## src/rtl/mem_port_arbiter_pkg.sv

```systemverilog
// Shared definitions for the RAM port arbiter: FSM state encoding, the fixed
// IFU access size and the RAM base address used by the bench.
package mem_port_arbiter_pkg;

  typedef enum logic [1:0] {
    IDLE    = 2'b00,
    BUSY_IF = 2'b01,
    BUSY_LS = 2'b10,
    GAP     = 2'b11
  } state_t;

  localparam logic [2:0]  SIZE_D   = 3'b011;
  localparam logic [63:0] RAM_BASE = 64'h8000_0000;

endpackage

```

## src/rtl/mem_arb_prio.sv

```systemverilog
// Arbitration decision between IFU and LSU.
// LSU normally wins; after STARVE_MAX consecutive LSU grants with the IFU
// waiting, the IFU is forced on the next decision.
// Ports:
//   clock, reset        : clock, async active-high reset
//   arb_en              : a grant may be issued this cycle (FSM idle)
//   if_valid, lsu_valid : requests
//   grant_if, grant_ls  : combinational one-hot grant (zero when !arb_en)
module mem_arb_prio
  import mem_port_arbiter_pkg::*;
#(
  parameter int STARVE_MAX = 4
) (
  input  logic clock,
  input  logic reset,
  input  logic arb_en,
  input  logic if_valid,
  input  logic lsu_valid,
  output logic grant_if,
  output logic grant_ls
);

  localparam int CW = $clog2(STARVE_MAX + 1);

  logic [CW-1:0] starve_cnt;
  logic          forced;

  assign forced   = (starve_cnt == CW'(STARVE_MAX)) && if_valid;
  assign grant_ls = arb_en && lsu_valid && !forced;
  assign grant_if = arb_en && if_valid && !grant_ls;

  always_ff @(posedge clock or posedge reset) begin
    if (reset) begin
      starve_cnt <= '0;
    end else if (grant_if) begin
      starve_cnt <= '0;
    end else if (grant_ls) begin
      if (!if_valid)
        starve_cnt <= '0;
      else if (starve_cnt != CW'(STARVE_MAX))
        starve_cnt <= starve_cnt + 1'b1;
    end
  end

endmodule

```

## src/rtl/mem_port_arbiter.sv

```systemverilog
// Shares the single RAM read/write port between the IFU and the LSU.
// Registered grants, LSU priority with IFU anti-starvation, per-transaction
// timeout watchdog and a one-cycle guard (GAP) between transactions.
// Ports:
//   clock, reset          : clock, async active-high reset
//   if_*                  : IFU request (valid/addr) and completion (ready/rdata)
//   lsu_*                 : LSU request (valid/wen/addr/wdata/size) and completion
//   ram_rw_*              : RAM port (cen/wen/addr/wdata/size out, ready/data in)
//   bus_err_o             : one-cycle pulse when a transaction times out
//
// state   | meaning
// IDLE    | no transaction; arbitrate and latch the winner
// BUSY_IF | IFU read in flight, cen asserted
// BUSY_LS | LSU access in flight, cen asserted
// GAP     | guard cycle, swallows a trailing RAM ready
module mem_port_arbiter
  import mem_port_arbiter_pkg::*;
#(
  parameter int ADDR_W     = 64,
  parameter int DATA_W     = 64,
  parameter int STARVE_MAX = 4,
  parameter int TIMEOUT    = 255
) (
  input  logic              clock,
  input  logic              reset,
  input  logic              if_valid_i,
  input  logic [ADDR_W-1:0] if_addr_i,
  output logic              if_ready_o,
  output logic [DATA_W-1:0] if_rdata_o,
  input  logic              lsu_valid_i,
  input  logic              lsu_wen_i,
  input  logic [ADDR_W-1:0] lsu_addr_i,
  input  logic [DATA_W-1:0] lsu_wdata_i,
  input  logic [2:0]        lsu_size_i,
  output logic              lsu_ready_o,
  output logic [DATA_W-1:0] lsu_rdata_o,
  output logic              ram_rw_cen_o,
  output logic              ram_rw_wen_o,
  output logic [ADDR_W-1:0] ram_rw_addr_o,
  output logic [DATA_W-1:0] ram_rw_wdata_o,
  output logic [2:0]        ram_rw_size_o,
  input  logic              ram_rw_ready_i,
  input  logic [DATA_W-1:0] ram_rw_data_i,
  output logic              bus_err_o
);

  localparam int TW = $clog2(TIMEOUT + 1);

  state_t            state, state_nx;
  logic [ADDR_W-1:0] addr_q;
  logic [DATA_W-1:0] wdata_q;
  logic [2:0]        size_q;
  logic              wen_q;
  logic [TW-1:0]     tcnt;
  logic              arb_en, grant_if, grant_ls;
  logic              busy, done, timeout_hit;

  assign arb_en = (state == IDLE);

  mem_arb_prio #(.STARVE_MAX(STARVE_MAX)) u_prio (
    .clock     (clock),
    .reset     (reset),
    .arb_en    (arb_en),
    .if_valid  (if_valid_i),
    .lsu_valid (lsu_valid_i),
    .grant_if  (grant_if),
    .grant_ls  (grant_ls)
  );

  assign busy        = (state == BUSY_IF) || (state == BUSY_LS);
  // A real ready in the abort cycle wins over the timeout.
  assign timeout_hit = busy && !ram_rw_ready_i && (tcnt == TW'(TIMEOUT - 1));
  assign done        = busy && (ram_rw_ready_i || timeout_hit);

  always_ff @(posedge clock or posedge reset) begin
    if (reset) state <= IDLE;
    else       state <= state_nx;
  end

  always_comb begin
    state_nx = state;
    case (state)
      IDLE: begin
        if (grant_ls)      state_nx = BUSY_LS;
        else if (grant_if) state_nx = BUSY_IF;
      end
      BUSY_IF, BUSY_LS: if (done) state_nx = GAP;
      GAP:     state_nx = IDLE;
      default: state_nx = IDLE;
    endcase
  end

  always_ff @(posedge clock or posedge reset) begin
    if (reset) begin
      addr_q  <= '0;
      wdata_q <= '0;
      size_q  <= '0;
      wen_q   <= 1'b0;
    end else if (grant_ls) begin
      addr_q  <= lsu_addr_i;
      wdata_q <= lsu_wdata_i;
      size_q  <= lsu_size_i;
      wen_q   <= lsu_wen_i;
    end else if (grant_if) begin
      addr_q  <= if_addr_i;
      wdata_q <= '0;
      size_q  <= SIZE_D;
      wen_q   <= 1'b0;
    end
  end

  always_ff @(posedge clock or posedge reset) begin
    if (reset)              tcnt <= '0;
    else if (busy && !done) tcnt <= tcnt + 1'b1;
    else                    tcnt <= '0;
  end

  always_comb begin
    ram_rw_cen_o   = busy;
    ram_rw_wen_o   = busy && wen_q;
    ram_rw_addr_o  = addr_q;
    ram_rw_wdata_o = wdata_q;
    ram_rw_size_o  = size_q;
    if_ready_o     = (state == BUSY_IF) && done;
    lsu_ready_o    = (state == BUSY_LS) && done;
    if_rdata_o     = '0;
    lsu_rdata_o    = '0;
    if ((state == BUSY_IF) && ram_rw_ready_i) if_rdata_o  = ram_rw_data_i;
    if ((state == BUSY_LS) && ram_rw_ready_i) lsu_rdata_o = ram_rw_data_i;
    bus_err_o      = timeout_hit;
  end

endmodule
```

## config.mk

```make
export PLATFORM = sky130hd
export DESIGN_NAME = mem_port_arbiter
export DESIGN_NICKNAME = d
export VERILOG_FILES = /design/src/rtl/mem_port_arbiter_pkg.sv /design/src/rtl/mem_arb_prio.sv /design/src/rtl/mem_port_arbiter.sv
export SDC_FILE = /design/constraint.sdc
export NUM_CORES = 1
export LEC_CHECK = 0
export CAP_MARGIN = 20
export CORE_AREA = 4 4 204 206
export CTS_BUF_LIST = sky130_fd_sc_hd__clkbuf_8
export DETAILED_ROUTE_END_ITERATION = 6
export DIE_AREA = 0 0 208 210
export PLACE_DENSITY = 0.44
export SYNTH_ARGS = -nofsm -noshare
export SYNTH_HDL_FRONTEND = slang
export SYNTH_SLANG_ARGS = --single-unit
```

## constraint.sdc

```tcl
create_clock -name clock -period 12.1 [get_ports clock]
set_clock_uncertainty 0.1 [all_clocks]
set_input_delay 2.42 -clock clock [delete_from_list [all_inputs] [get_ports clock]]
set_output_delay 2.42 -clock clock [all_outputs]
set_load 0.01 [all_outputs]
```

Yosys cells after proc, flatten, opt, wreduce, memory -nomap -nowiden
Cells that the tools add are included.
{"block": "totals", "register_bits": 145, "latchBits": 0, "ram_bits": 0, "rom_bits": 0, "input_bits": 265, "out_inout_bits": 264, "memories": 0}
{"block": "classes", "add_sub_neg": 2, "multipliers": 0, "div": 0, "n_lt_le_gt_ge": 0, "n_eq_ne": 9, "shifts": 0, "muxes": 19, "bitwise_logic": 0, "n_reduce_logical": 25}
{"op": "64-bit 2-to-1 mux", "count": 6}
{"op": "3-bit 2-to-1 mux", "count": 6}
{"op": "1-bit logical AND", "count": 14}
{"op": "8-bit by 1-bit adder with 8-bit output (second input constant)", "count": 1}
{"op": "8-bit equality test (second input constant)", "count": 1}
{"op": "8-bit 2-to-1 mux", "count": 1}
{"op": "2-bit 2-to-1 mux", "count": 3}
{"op": "3-bit inequality test (second input constant)", "count": 2}
{"op": "2-bit case mux with 3 select lines", "count": 1}
{"op": "2-bit equality test (second input constant)", "count": 2}
{"op": "1-bit zero test", "count": 4}
{"op": "2-bit AND reduction", "count": 2}
{"op": "3-bit by 1-bit adder with 3-bit output (second input constant)", "count": 1}
{"op": "3-bit equality test (second input constant)", "count": 1}
{"op": "3-bit by 1-bit inequality test with 1-bit output (second input constant)", "count": 1}
{"op": "2-bit by 1-bit equality test with 1-bit output (second input constant)", "count": 1}
{"op": "2-bit zero test", "count": 1}
{"op": "1-bit logical OR", "count": 2}
{"op": "1-bit 2-to-1 mux", "count": 2}
{"op": "2-bit inequality test (second input constant)", "count": 1}
{"op": "2-bit nonzero test", "count": 1}
{"op": "2-bit OR reduction", "count": 1}

Longest topological paths before layout
{"block": "depth", "depth_word": 9, "mapped_depth": 9, "depth_no_buf": 6}

Modules after synthesis
From an unflattened synthesis, not the netlist that was laid out.
{"block": "hier_totals", "hier_cells": 752, "area_unflattened_um2": 7252.0}
{"mod": "mem_port_arbiter", "instances": 1, "cells_per_inst": 728, "area_each_um2": 7058.0, "seq_area_each_um2": 3553.4}
{"mod": "mem_arb_prio", "instances": 1, "cells_per_inst": 24, "area_each_um2": 193.9, "seq_area_each_um2": 75.1}

Worst setup path before layout
Ideal clock, no wire load.
{"block": "synth_path", "path_type": "input to output", "from": "in ram_rw_ready_i", "to": "out if_rdata_o[26]", "t_arrival_ns": 3.084, "required_ns": 9.580, "setup_slack_ns": 6.496, "path_stages": 3, "n_path_buf": 2, "cell_sequence": "clkbuf_1 > clkbuf_1 > and3_1"}
{"block": "synth_via", "elab_chain_len": 2}
{"element": "from (decl)", "line": "mem_port_arbiter.sv:42", "rtl": "input logic ram_rw_ready_i,"}
{"element": "1-bit logical AND", "line": "mem_port_arbiter.sv:128", "rtl": "if ((state == BUSY_IF) && ram_rw_ready_i) if_rdata_o = ram_rw_data_i;"}
{"element": "64-bit 2-to-1 mux", "line": "mem_port_arbiter.sv:128"}
{"element": "to (decl)", "line": "mem_port_arbiter.sv:29", "rtl": "output logic [DATA_W-1:0] if_rdata_o,"}
No other way between the ends.

Worst setup path in the final report
{"block": "layout_path", "from": "in ram_rw_ready_i", "to": "out lsu_rdata_o[59]"}
{"block": "layout_via", "elab_chain_len": 2}
{"element": "1-bit logical AND", "line": "mem_port_arbiter.sv:129", "rtl": "if ((state == BUSY_LS) && ram_rw_ready_i) lsu_rdata_o = ram_rw_data_i;"}
{"element": "64-bit 2-to-1 mux", "line": "mem_port_arbiter.sv:129"}
{"element": "to (decl)", "line": "mem_port_arbiter.sv:36", "rtl": "output logic [DATA_W-1:0] lsu_rdata_o,"}
No other way between the ends.

==> parameters.txt <==
Parameter                              Value

Run status
  Result of the run ... complete, no violations

Worst setup path
  Slack of the worst reg-to-reg path ... 9.04 ns
  Number of buffer and inverter stages on the critical path ... 3
  Reg2Reg Launch Point ... state[0]
  Critical path endpoint category ... primary output
  Required time worst endpoint ... roughly 9.6 ns
  Worst setup SP type ... input port
  Max stage delay on crit path ... ~0.67 ns
  Endpoint of the worst-slack reg-to-reg timing path ... ram_rw_addr_o[30]
  Data arrival, critical path ... 4.13 ns
  Worst-case reg-to-reg path depth ... 6
  WS Path Type ... in -> out
  Max Fanout on Critical Path ... 131
  Largest delay share family, worst path ... buffers and inverters
  Highest-delay cell along the critical path ... buf_4
  Ordered cell list for the critical path ... buf_2 > buf_4 > and3_1 > clkdlybuf4s50_1

Global route
  Grt ovf ... 0
  Via count of the first global-routing pass ... 8023
  Antenna violations before repair ... 12
  Routing layer with the top usage in global route ... met2
  Total global-route track usage ... 16.73%
  Largest net degree at the start of global routing ... approximately 130
  Global-route wire length before repair ... between 50000 and 60000 um
  Met1 Resource Use GR ... about a fifth
  Met3 track utilization from global routing ... 5.507%
  Met2 Resource Use GR ... around 29%

Pwr
  Static power due to leakage ... 5.753 nW
  Maximum vdd drop ... 0.0001028 V
  Sw Pwr ... 0.001040 W
  Cell internal power dissipation ... approximately 0.0016 W
  Portion of total power attributed to combinational logic ... ~54%
  Switching power share of the total ... 38.92%
  Pwr/cell area ... around 200 nW/um^2
  Part of the total power dissipated in the clock network ... 16.1%
  Part of the power in registers ... 30.4%

Clocking
  Count of instances resized after the clock tree is built ... 0
  Number of buffers inserted during clock tree synthesis ... 17
  Post-CTS repair timing setup buffer count ... 0
  Clock transition at the register clock pins on the worst setup and hold paths after CTS ... 0.09 ns
  CTS tree ... yes
  CTS root buffer ... clkbuf_8
  CTS Hold Buffers Added ... 0
  Maximum clock path buffer count ... 2
  Clock latency on the worst-skew pair ... 0.46 ns
  H-tree depth ... 4
  Total clock sinks ... 145

Route
  Total DRC errors in the routed layout ... 0
  Final wirelength ... around 38000 um
  Ratio of routed vias to standard cells ... 4.312
  Via count ... 7611
  Antenna-violating nets left ... 0
  Detailed-routing iteration count for the pre-antenna-repair pass ... 4
  Routed length per instance ... 21.81 um
  Number of DRC markers after the initial detailed-route iteration ... about 480

Final layout
  Multi-input logic area ... around 3000 um^2
  Final net count ... approximately 1.5k
  Post-synthesis to final-layout area growth ... 87.41%
  Number of fill cells in the layout ... between 4k and 5k
  Summed area of non-filler cells in the final layout ... 13070 um^2
  Layout cells sized above 1 ... under 10%
  Flip-flop and latch area ... 3628 um^2

STA
  Final cycle utilization of the critical path ... 54.97%
  Worst slack on hold paths ... 0.3820 ns
  Total negative slack ... 0 ns
  Max Clock Freq ... 150.3 MHz
  Finish-stage setup viols ... 0
  Fin. max-slew vios ... 0
  Slew HR ... between 20 and 30%
  Worst Tran Pin Value ... 1.087 ns
  RSZ-0062 raised after global routing ... no
  Final number of hold-violating endpoints ... 0
  Final Critical Period ... 6.651 ns

Synth
  Fraction of registers with async set or reset after synthesis ... 100.0%
  Share of synthesized area occupied by flip-flops and latches ... between 50% and 60%
  Number of register bits inferred by synthesis ... roughly 150
  Count of flip-flops with a built-in enable after synthesis ... 0
  Count of unique library cells instantiated by Yosys ... 34
  Syn Area/Cell ... 9.476 um^2
  Number of warnings reported in the yosys synthesis log ... 0
  Number of instances in the synthesized netlist ... 736
  Post-synth net total ... 1008
  Most common flop cell mapped by yosys ... dfrtp_1
  Post-synthesis instance area ... 6974 um^2

Placement
  Final HPWL DP ... 28510 um
  Routability Congestion ... 0.8561
  Port-buffer cells ... ~530
  Cell area reported after detailed placement ... 12630 um^2

Floorplan
  Floorplan Core Area ... ~40000 um^2
  Chip Width ... 208 um
  Vertical extent of the die ... 210 um
  Initial cell density of the core ... around 18%
  Io pins ... ~530
  Num rows ... between 70 and 80
  Die Footprint ... 43680 um^2

Worst hold path
  Min-delay src ... ram_rw_addr_o[58]
  Worst min path class ... reg -> reg
  Min-Delay Endpoint ... ram_rw_addr_o[58]
  Number of cells on the worst hold path ... 2

Job
  Max Cap Violations ... 0
-- cell usage after synthesis (2+ instances only) --
library cell  instances  area, um^2
dfrtp_1             145        3628
nand3_1             134       670.6
nand2_1             131       491.7
and3_1              130       813.3
a22o_1               66       578.1
clkbuf_1             40       150.1
buf_2                23       115.1
nor2_1                9       33.78
buf_6                 7       78.83
ha_1                  7       87.58
a21oi_1               6       30.03
inv_1                 6       22.52
buf_4                 3       22.52
o21ai_0               3       15.01
a31oi_1               2       12.51
mux2i_1               2       20.02
nor3_1                2       10.01
o211a_1               2       20.02
o22a_1                2       17.52
xor2_1                2       17.52
-- metal layers --
layer,share of wire [%],wire length [um]
met3,7.4,2857
met2,51,19540
met4,3.0,1156
met1,39,14950
met5,0,0
-- cells by family (layout without fill, tap and decap cells) --
logic type | after synthesis | in the layout | share of synthesized area (%)
AND/OR/NAND/NOR | 413 | 413 | 29.89
flip-flops | 145 | 145 | 52.03
AO/OA/AOI/OAI | 86 | 86 | 10.42
buffers and inverters | 79 | 573 | 5.579
adder cells (fa/ha/maj) | 7 | 7 | 1.256
XOR/XNOR | 3 | 3 | 0.3768
multiplexers | 3 | 3 | 0.4485
other | 0 | 10 | 0
-- tightest hold or removal path: stages (launching register included) --
cell     delay (ns)
dfrtp_1        0.35
nand2_1        0.05
nand3_1        0.05
-- how the worst max path moves through the flow --
stage                        start          endpoint  slack, ns  cells after the start
floorplan                    reset  ram_rw_addr_o[0]       5.69                      1
global placement    ram_rw_ready_i   lsu_rdata_o[59]       5.45                      4
detailed placement  ram_rw_ready_i   lsu_rdata_o[59]       5.44                      4
CTS                 ram_rw_ready_i   lsu_rdata_o[59]       5.45                      4
global route        ram_rw_ready_i   lsu_rdata_o[59]       5.31                      4
finish              ram_rw_ready_i   lsu_rdata_o[59]       5.45                      4
-- metrics by stage --
step | utilization [%] | setup slack [ns] | cells | total power (W)
3_3_place_gp | 31.85 | 5.449 | 1723 | 0.002271
5_1_grt | 32.97 | 5.311 | 1764 | 0.002846
2_1_floorplan | - | 5.685 | 736 | 0.001453
6_report | 32.97 | 5.449 | 1765 | 0.002673
4_1_cts | 32.91 | 5.449 | 1755 | 0.002722
3_5_place_dp | 31.85 | 5.442 | 1723 | 0.002274
-- flip-flops by register name (all words and copies together) (netlist names) --
name               flops
u_prio.starve_cnt      3
tcnt                   8
ram_rw_addr_o         64
state                  2
ram_rw_size_o          3
ram_rw_wdata_o        64
wen_q                  1
-- cell type report --
| class | count | area share, % |
|---|---|---|
| antenna | 10 | 0.1915 |
| timing repair buffer | 535 | 40.80 |
| sequential | 145 | 27.76 |
| inverter | 6 | 0.2106 |
| multi-input combinational | 512 | 22.80 |
| tap | 525 | 5.026 |
| clock inverter | 15 | 1.417 |
| clock buffer | 17 | 1.790 |
-- power by group through the flow --
| stage | Combinational [W] | Sequential [W] | Clock [W] |
|---|---|---|---|
| floorplan | 0.000545 | 0.000909 | 0 |
| global placement | 0.00146 | 0.000814 | 0 |
| detailed placement | 0.00145 | 0.000822 | 0 |
| CTS | 0.00146 | 0.000813 | 0.000451 |
| global route | 0.00154 | 0.000837 | 0.000468 |
| finish | 0.00143 | 0.000812 | 0.000431 |
-- placed cells by master, fill, tap and decap left out, drive strengths merged, types with 3 or more instances in the layout --
cell / n
a21oi: 6
clkinvlp: 3
nand3: 135
nand2: 132
nor2: 9
diode: 10
buf: 8
clkdlybuf4s50: 527
inv: 16
clkbuf: 17
ha: 7
and3: 130
a22o: 66
o21ai: 4
dfrtp: 145
(Power assumes the default switching activity.)
